File: src/rtl/i2c_target_regs.sv
// ---------------------------------------------------------------------------
// i2c_target_regs
//
// I2C target exposing a bank of byte-wide registers to fabric logic. The bus
// is oversampled in the fabric clock domain: SCL/SDA are synchronized, glitch
// filtered, and edge detected. A register pointer is loaded by the first data
// byte of a write; later bytes are written with auto-increment. With
// I2C_TARGET_READBACK_EN defined, reads return regs[ptr] with auto-increment.
// Without it, a read address is NACKed.
//
// Parameters:
//   DEV_ADDR   7-bit target address
//   NUM_REGS   number of 8-bit registers (power of 2, 2..256)
//   FILTER_LEN consecutive equal samples needed to accept a level change
//
// Ports:
//   clk, rst              fabric clock, synchronous active-high reset
//   i2c_scl_i/_o/_t       SCL level in; never driven (both outputs tied 1)
//   i2c_sda_i/_o/_t       SDA level in; 0 pulls low, 1 releases (_t == _o)
//   regs_o                flat register bank, byte k at [8k+7:8k]
//   wr_strobe, wr_index   one-cycle pulse and index after each byte write
//   busy                  high from START until STOP
//
// Bus handshake: data bits are taken on the rising edge of filtered SCL and
// SDA is only ever changed one cycle after a falling edge of filtered SCL, so
// the target's SDA transitions always land inside the SCL-low phase.
// ---------------------------------------------------------------------------
module i2c_target_regs #(
  parameter logic [6:0] DEV_ADDR   = 7'h50,
  parameter int         NUM_REGS   = 16,
  parameter int         FILTER_LEN = 4
) (
  input  logic                        clk,
  input  logic                        rst,
  input  logic                        i2c_scl_i,
  output logic                        i2c_scl_o,
  output logic                        i2c_scl_t,
  input  logic                        i2c_sda_i,
  output logic                        i2c_sda_o,
  output logic                        i2c_sda_t,
  output logic [NUM_REGS*8-1:0]       regs_o,
  output logic                        wr_strobe,
  output logic [$clog2(NUM_REGS)-1:0] wr_index,
  output logic                        busy
);

  localparam int IW = $clog2(NUM_REGS);
  localparam int CW = $clog2(FILTER_LEN + 1);
`ifdef I2C_TARGET_READBACK_EN
  // Bit 7 of the shifter holds the next outgoing read bit.
  localparam int SW = 8;
`else
  // Only the 7 bits preceding the live SDA sample are ever needed.
  localparam int SW = 7;
`endif

  typedef enum logic [3:0] {
    S_IDLE, S_ADDR, S_ADDR_ACK, S_PTR, S_PTR_ACK,
    S_WDATA, S_WDATA_ACK, S_RDATA, S_RDATA_ACK
  } state_e;

  // ---------------- input conditioning ([1]=SCL, [0]=SDA) ----------------
  logic [1:0]    pin;
  logic [1:0]    sync0_q, sync1_q, filt_q, prev_q;
  logic [CW-1:0] fcnt_q [2];

  assign pin = {i2c_scl_i, i2c_sda_i};

  always_ff @(posedge clk) begin
    if (rst) begin
      sync0_q <= 2'b11;
      sync1_q <= 2'b11;
      filt_q  <= 2'b11;
      prev_q  <= 2'b11;
      for (int i = 0; i < 2; i++) fcnt_q[i] <= '0;
    end else begin
      sync0_q <= pin;
      sync1_q <= sync0_q;
      prev_q  <= filt_q;
      for (int i = 0; i < 2; i++) begin
        // Count consecutive samples that disagree with the accepted level.
        if (sync1_q[i] == filt_q[i]) begin
          fcnt_q[i] <= '0;
        end else if (fcnt_q[i] == CW'(FILTER_LEN - 1)) begin
          filt_q[i] <= sync1_q[i];
          fcnt_q[i] <= '0;
        end else begin
          fcnt_q[i] <= fcnt_q[i] + CW'(1);
        end
      end
    end
  end

  logic scl_f, sda_f, scl_rise, scl_fall, start_det, stop_det;
  assign scl_f    = filt_q[1];
  assign sda_f    = filt_q[0];
  assign scl_rise =  scl_f & ~prev_q[1];
  assign scl_fall = ~scl_f &  prev_q[1];
  // SCL must be high on both samples, so an SDA change that coincides with
  // an SCL edge is a data change, never START/STOP.
  assign start_det = scl_f & prev_q[1] & ~sda_f &  prev_q[0];
  assign stop_det  = scl_f & prev_q[1] &  sda_f & ~prev_q[0];

  // ---------------- protocol FSM ----------------
  state_e        state_q, state_d;
  logic [2:0]    bit_cnt_q, bit_cnt_d;
  logic [SW-1:0] shift_q, shift_d;
  logic [7:0]    ptr_q, ptr_d;
  logic          sda_q, sda_d;
  logic          busy_q, busy_d;
  logic          ack_rise_q, ack_rise_d;  // SCL high seen in current ACK slot
  logic          wr_strobe_q;
  logic [IW-1:0] wr_index_q;
  logic [7:0]    regs_q [NUM_REGS];
  logic          wr_en;
  logic [7:0]    byte_in;
  logic          byte_done;
  logic          addr_hit;
`ifdef I2C_TARGET_READBACK_EN
  logic          rw_q, rw_d;
  logic [7:0]    rd_byte;
  assign rd_byte = regs_q[ptr_q[IW-1:0]];
`endif

  always_comb begin
    state_d    = state_q;
    bit_cnt_d  = bit_cnt_q;
    shift_d    = shift_q;
    ptr_d      = ptr_q;
    sda_d      = sda_q;
    busy_d     = busy_q;
    ack_rise_d = ack_rise_q;
    wr_en      = 1'b0;
`ifdef I2C_TARGET_READBACK_EN
    rw_d       = rw_q;
`endif
    byte_in    = {shift_q[6:0], sda_f};
    byte_done  = scl_rise && (bit_cnt_q == 3'd7);
`ifdef I2C_TARGET_READBACK_EN
    addr_hit   = (byte_in[7:1] == DEV_ADDR);
`else
    addr_hit   = (byte_in[7:1] == DEV_ADDR) && !byte_in[0];
`endif

    if (stop_det) begin
      state_d = S_IDLE;
      sda_d   = 1'b1;
      busy_d  = 1'b0;
    end else if (start_det) begin
      // Pointer deliberately kept so a repeated START can read from it.
      state_d    = S_ADDR;
      bit_cnt_d  = 3'd0;
      sda_d      = 1'b1;
      busy_d     = 1'b1;
      ack_rise_d = 1'b0;
    end else begin
      case (state_q)
        S_ADDR, S_PTR, S_WDATA: begin
          if (scl_rise) begin
            shift_d   = byte_in[SW-1:0];
            bit_cnt_d = bit_cnt_q + 3'd1;
          end
          if (byte_done) begin
            ack_rise_d = 1'b0;
            if (state_q == S_ADDR) begin
              if (addr_hit) begin
                state_d = S_ADDR_ACK;
`ifdef I2C_TARGET_READBACK_EN
                rw_d    = byte_in[0];
`endif
              end else begin
                state_d = S_IDLE;
                sda_d   = 1'b1;
              end
            end else if (state_q == S_PTR) begin
              ptr_d   = byte_in;
              state_d = S_PTR_ACK;
            end else begin
              wr_en   = 1'b1;
              ptr_d   = ptr_q + 8'd1;
              state_d = S_WDATA_ACK;
            end
          end
        end
        S_ADDR_ACK, S_PTR_ACK, S_WDATA_ACK: begin
          // First SCL fall drives ACK, the rise marks the slot, the next
          // fall ends it.
          if (scl_rise) begin
            ack_rise_d = 1'b1;
          end else if (scl_fall) begin
            if (!ack_rise_q) begin
              sda_d = 1'b0;
            end else begin
              sda_d      = 1'b1;
              ack_rise_d = 1'b0;
              bit_cnt_d  = 3'd0;
              state_d    = (state_q == S_ADDR_ACK) ? S_PTR : S_WDATA;
`ifdef I2C_TARGET_READBACK_EN
              if (state_q == S_ADDR_ACK && rw_q) begin
                state_d = S_RDATA;
                sda_d   = rd_byte[7];
                shift_d = {rd_byte[6:0], 1'b0};
              end
`endif
            end
          end
        end
`ifdef I2C_TARGET_READBACK_EN
        S_RDATA: begin
          if (scl_rise) begin
            bit_cnt_d = bit_cnt_q + 3'd1;
            if (byte_done) begin
              ptr_d      = ptr_q + 8'd1;
              ack_rise_d = 1'b0;
              state_d    = S_RDATA_ACK;
            end
          end else if (scl_fall) begin
            sda_d   = shift_q[7];
            shift_d = {shift_q[6:0], 1'b0};
          end
        end
        S_RDATA_ACK: begin
          if (scl_rise) begin
            if (sda_f) begin
              state_d = S_IDLE;
              sda_d   = 1'b1;
            end else begin
              ack_rise_d = 1'b1;
            end
          end else if (scl_fall) begin
            if (!ack_rise_q) begin
              sda_d = 1'b1;
            end else begin
              ack_rise_d = 1'b0;
              bit_cnt_d  = 3'd0;
              state_d    = S_RDATA;
              sda_d      = rd_byte[7];
              shift_d    = {rd_byte[6:0], 1'b0};
            end
          end
        end
`endif
        default: ;
      endcase
    end
  end

  always_ff @(posedge clk) begin
    if (rst) begin
      state_q     <= S_IDLE;
      bit_cnt_q   <= 3'd0;
      shift_q     <= '0;
      ptr_q       <= 8'd0;
      sda_q       <= 1'b1;
      busy_q      <= 1'b0;
      ack_rise_q  <= 1'b0;
      wr_strobe_q <= 1'b0;
      wr_index_q  <= '0;
`ifdef I2C_TARGET_READBACK_EN
      rw_q        <= 1'b0;
`endif
      for (int k = 0; k < NUM_REGS; k++) regs_q[k] <= 8'd0;
    end else begin
      state_q     <= state_d;
      bit_cnt_q   <= bit_cnt_d;
      shift_q     <= shift_d;
      ptr_q       <= ptr_d;
      sda_q       <= sda_d;
      busy_q      <= busy_d;
      ack_rise_q  <= ack_rise_d;
      wr_strobe_q <= wr_en;
`ifdef I2C_TARGET_READBACK_EN
      rw_q        <= rw_d;
`endif
      if (wr_en) begin
        // Whole byte lands in one cycle, so fabric never sees a partial value.
        regs_q[ptr_q[IW-1:0]] <= byte_in;
        wr_index_q            <= ptr_q[IW-1:0];
      end
    end
  end

  always_comb begin
    regs_o = '0;
    for (int k = 0; k < NUM_REGS; k++) regs_o[8*k +: 8] = regs_q[k];
  end

  assign i2c_scl_o = 1'b1;
  assign i2c_scl_t = 1'b1;
  assign i2c_sda_o = sda_q;
  assign i2c_sda_t = sda_q;
  assign wr_strobe = wr_strobe_q;
  assign wr_index  = wr_index_q;
  assign busy      = busy_q;

endmodule

File: config.mk
export PLATFORM = sky130hd
export DESIGN_NAME = i2c_target_regs
export DESIGN_NICKNAME = d
export VERILOG_FILES = /design/src/rtl/i2c_target_regs.sv
export SDC_FILE = /design/constraint.sdc
export NUM_CORES = 1
export LEC_CHECK = 0
export ABC_CLOCK_PERIOD_IN_PS = 4700
export CAP_MARGIN = 10
export CORE_MARGIN = 1
export CORE_UTILIZATION = 55
export DETAILED_ROUTE_END_ITERATION = 10
export PLACE_DENSITY = 0.95
export SYNTH_ARGS = -nofsm -noshare
export SYNTH_HDL_FRONTEND = slang
export SYNTH_SLANG_ARGS = --single-unit
File: constraint.sdc
create_clock -name clk -period 4.7 [get_ports clk]
set_input_delay 1.41 -clock clk [delete_from_list [all_inputs] [get_ports clk]]
set_output_delay 1.41 -clock clk [all_outputs]
set_load 0.02 [all_outputs]
==> Word-level counts from Yosys, hierarchy flattened <==
Memories as Yosys holds them, arrays and structs flattened.
Cells that the tools add are included.
W data, S select, Z words.
{ "word_totals": {"reg_bits": 38, "latch_bits": 0, "ram_bits": 134, "romBits": 0, "in_bits": 4, "out_inout_bits": 138, "word_cells": 157, "memories": 2} }
{ "memory_table": {"columns": ["name", "words", "width", "read_ports", "rd_clocked_by_memory_dff", "write_ports", "line_no", "source"], "rows": [
  ["regs_q", 16, 8, 16, 0, 16, "114", "logic [7:0] regs_q [NUM_REGS];"],
  ["fcnt_q", 2, 3, 2, 0, 2, "65", "logic [CW-1:0] fcnt_q [2];"]
]} }
{ "classes": {"addsub": 4, "mul": 0, "div_mod_pow": 0, "order_cmp": 0, "n_eq_ne": 24, "shifts": 0, "muxes": 71, "bitwise_logic": 22, "reduce_logical": 19} }
{ "op_table": {"columns": ["op", "n"], "rows": [
  ["$mux W1", 45],
  ["$mux W3", 12],
  ["$mux W4", 6],
  ["$mux W8", 2],
  ["$ne A3 B3 Y1 const B", 5],
  ["$reduce_and A5 Y1", 3],
  ["$eq A4 B3 Y1 const B", 3],
  ["$ne A2 B2 Y1 const B", 6],
  ["$reduce_and A6 Y1", 2],
  ["$add A3 B1 Y3 const B", 3],
  ["$not A1 Y1", 9],
  ["$reduce_or A3 Y1", 3],
  ["$add A8 B1 Y8 const B", 1],
  ["$eq A4 B2 Y1 const B", 2],
  ["$pmux W4 S2", 1],
  ["$reduce_and A4 Y1", 2],
  ["$reduce_or A8 Y1", 1],
  ["$and A1 B1 Y1", 7],
  ["$eq A7 B7 Y1 const B", 1],
  ["$eq A3 B2 Y1 const B", 2],
  ["$or A1 B1 Y1", 6],
  ["$pmux W3 S2", 1],
  ["$eq A4 B1 Y1 const B", 1],
  ["$mux W2", 2],
  ["10 further kinds", 14]
]} }

==> Depth between registers and ports, before layout <==
{ "logic_depth": {"depth_word": 12, "mapped_depth": 7, "depth_no_buf": 7} }

==> Worst setup path after synthesis <==
No wires, ideal clock.
{ "synth_timing": {"path_type": "input to register", "startpoint": "input rst", "endpoint": "memory regs_q[13][0] (enable)", "setup_ps": 384, "t_arrival_ps": 2540, "t_required_ps": 4316, "setup_slack_ps": 1776, "path_stages": 3, "path_buffers": 0, "path_cell_list": "a2111oi_4 -> nand2_1 -> o21ai_0"} }
{ "synth_lines": {"columns": ["element", "line_no", "source"], "rows": [
  ["start, declared", "34", "input logic rst,"],
  ["end, declared", "114", null]
]} }

==> summary.txt <==
GRT
  – Pin count of the biggest net entering global routing: 33
  – All-Layer GR Usage: 27.3%
  – Number of global-route vias before repair: 4735
  – Initial antenna violation count: 0
  – GRT overflow: 0
  – First-pass GRT wire length: 25700 µm

STA
  – Post-route minimum period: 3.57 ns
  – Setup violators final: 0
  – Worst-case hold slack: 0.413 ns
  – Fin crit share: 76.0%
  – Worst Skew: 0.00874 ns
  – Setup TNS: 0 ns
  – Worst-margin pin slew: 1.15 ns
  – Pins over their slew limit: 0
  – Unrepaired setup endpoints after global routing: no
  – Slew Limit Headroom: 22.8%
  – Fmax: 0.280 GHz
  – Final-report hold violation count: 0

Synthesis
  – Synth cell types: 45
  – Synth top area cells: edfxtp_1 (59%), and2_1 (12%), dfxtp_1 (9.7%)
  – Post-synth top area share: 59.1%
  – Number of synthesized flops with an enable pin: 134
  – Flops & latches, synth: 167
  – Sequential area share after synthesis: 68.8%
  – Ys flop type: edfxtp_1
  – Syn_area_per_cell: 13.3 µm²
  – Post-Syn Area: 0.00681 mm²
  – Mapped Cells: 512
  – Synth area leader: edfxtp_1
  – Syn. warnings: 0
  – Asr flop ratio synth: 0%

Floorplanning
  – I/O pin count: 142
  – Starting Density: 56.7%
  – Num rows: 40
  – Total core area: 0.0120 mm²
  – Die width: 113 µm
  – Chip height: 113 µm
  – Die area: 0.0128 mm²

Route
  – Met1 WL: 6010 µm
  – Wire length on met2: 8810 µm
  – Drt drc: 0
  – DR WL/cell: 20.6 µm
  – Post-DRT Antenna Nets: 0
  – Uppermost layer routed: met4
  – Met3 WL post-DR: 1410 µm
  – Total wire length: 16700 µm
  – DRT Pass-1 Iters: 5
  – DR iter-0 viols: 499
  – Via count: 4708
  – Vias/cell: 5.78

Worst setup path
  – Required time of the critical path: 4.74 ns
  – Kind of critical path: input port to flip-flop
  – Crit Path Max Fanout: 8
  – WP data arrival: 3.61 ns
  – Setup crit start kind: input port
  – End of the worst register-to-register path: regs_q[11][6]$_SDFFCE_PN0P_
  – Flop2flop setup slack: 1.49 ns
  – Critical Path End Type: flip-flop
  – Worst reg2reg startpoint: filt_q[1]$_SDFFE_PP1P_
  – Worst Reg-to-Reg Cells: 5

Clocking
  – Clock buffer count from CTS: 17
  – Max Buffers Root-to-Sink: 2
  – Post_cts resized: 0
  – CTS Sinks: 167
  – CTS tree: done
  – # hold bufs at CTS: 0
  – Postcts setup bufs: 0
  – Clock-pin slew on the worst setup and hold paths: 0.06 ns
  – Clock H-tree levels: 4
  – Clock root cell: clkbuf_16
  – Skew-Pair Late Insertion Delay: 0.43 ns

Placed design
  – IO buf count: 139
  – GPL Wtd Cong: 0.830
  – HPWL after DPL: 10500 µm
  – Dpl cells: 781

Cells and area
  – Most frequent cells in the layout: clkdlybuf4s50_1 (139), edfxtp_1 (134), and2_1 (131)
  – Nets: 671
  – Area grow syn2layout: 30.4%
  – Fraction of layout cells with a size suffix above 1: 7.80%
  – ANT cells: 0
  – Fin cells: 814
  – Commonest non-fill, non-tap cell in the layout: clkdlybuf4s50_1

Power and ir drop
  – Pwr Density: 365 mW/mm²
  – Leakage power: 3.20 nW
  – Total power: 0.00324 W
  – Peak VDD IR: 240 µV

Hold path
  – Hold Crit Endpoint: sync1_q[0]$_SDFF_PP1_
  – Worst hold stages: 1
  – Hold Path Origin: sync0_q[0]$_SDFF_PP1_
  – Hold Path Class: flip-flop to flip-flop

Run
  – Max-cap violations: 0

Run status
  – Run status: finished, final reports clean
-- state kept, by name, indices dropped and copies added, names as in the netlist --
register,cells
regs_q,128
sync0_q,2
shift_q,7
ack_rise_q,1
wr_strobe,1
sync1_q,2
fcnt_q,6
filt_q,2
wr_index,4
i2c_sda_o,1
prev_q,2
state_q,3
busy,1
bit_cnt_q,3
ptr_q,4
-- final cells by class --
type / count / area, µm²
Clock buffer: 17 / 425
Timing Repair Buffer: 142 / 1410
Sequential cell: 167 / 4680
Tap cell: 147 / 184
Inverter: 11 / 41.3
Fill cell: 694 / 3140
Multi-Input combinational cell: 315 / 1990
Clock inverter: 15 / 134
-- cells by family (layout without fill, tap and decap cells) --
family,after synthesis,count (layout),synth area share [%]
AND/OR/NAND/NOR,231,231,19.3
flip-flops,167,167,68.8
AO/OA/AOI/OAI,43,43,4.32
buffers and inverters,37,185,2.26
multiplexers,16,16,2.35
adder cells (fa/ha/maj),13,13,2.39
XOR/XNOR,4,4,0.515
other,1,8,0.0551
-- cell usage after synthesis (4+ instances only) --
| library cell | instances |
|---|---|
| mux2i_1 | 16 |
| o21ai_0 | 17 |
| nand3_1 | 6 |
| nand2b_1 | 4 |
| or2_2 | 10 |
| inv_1 | 11 |
| clkbuf_1 | 19 |
| a21oi_1 | 8 |
| and2_1 | 131 |
| nor3_1 | 4 |
| ha_1 | 13 |
| nand2_1 | 21 |
| edfxtp_1 | 134 |
| nor2_1 | 39 |
| nor3_2 | 4 |
| dfxtp_1 | 33 |
| nor2b_1 | 4 |
-- worst max-delay path, cell delays in order --
cell and delay, ns:
clkdlybuf4s50_1 0.48, a2111oi_4 0.39, nand2_1 0.37, o21ai_0 0.96
-- where the power goes --
part | total, W | switching (W) | leakage (nW) | internal, W
Combinational | 0.000246 | 0.000138 | 1.39 | 0.000107
Sequential | 0.00168 | 0.0000291 | 1.54 | 0.00165
Clock | 0.00131 | 0.000608 | 0.269 | 0.000698
Total | 0.00324 | 0.000775 | 3.20 | 0.00246
-- worst max path at each step --
stage	start	to	slack, ns	cells past startpoint
after floorplan	rst	regs_q[13][0]$_SDFFCE_PN0P_	1.78	3
after global placement	rst	regs_q[15][7]$_SDFFCE_PN0P_	0.96	4
after detailed placement	rst	regs_q[11][4]$_SDFFCE_PN0P_	0.77	4
after CTS	rst	regs_q[6][0]$_SDFFCE_PN0P_	1.15	4
after global routing	rst	regs_q[15][3]$_SDFFCE_PN0P_	1.02	4
final	rst	regs_q[11][6]$_SDFFCE_PN0P_	1.13	4
-- per-layer routing --
metal,track usage (%),vias up
met1,30.8,2292
met5,0,-
li1,-,2065
met4,12.3,0
met3,6.43,49
met2,49.1,302
-- per-stage QoR --
step | instance area [µm²] | worst slack [ns] | util, %
2_1_floorplan | 6830 | 1.78 | -
3_3_place_gp | 8310 | 0.965 | 69.2
3_5_place_dp | 8310 | 0.766 | 69.2
4_1_cts | 8870 | 1.15 | 73.8
5_1_grt | 8870 | 1.02 | 73.9
6_report | 8870 | 1.13 | 73.9
Power figures use the tool's default switching activity.
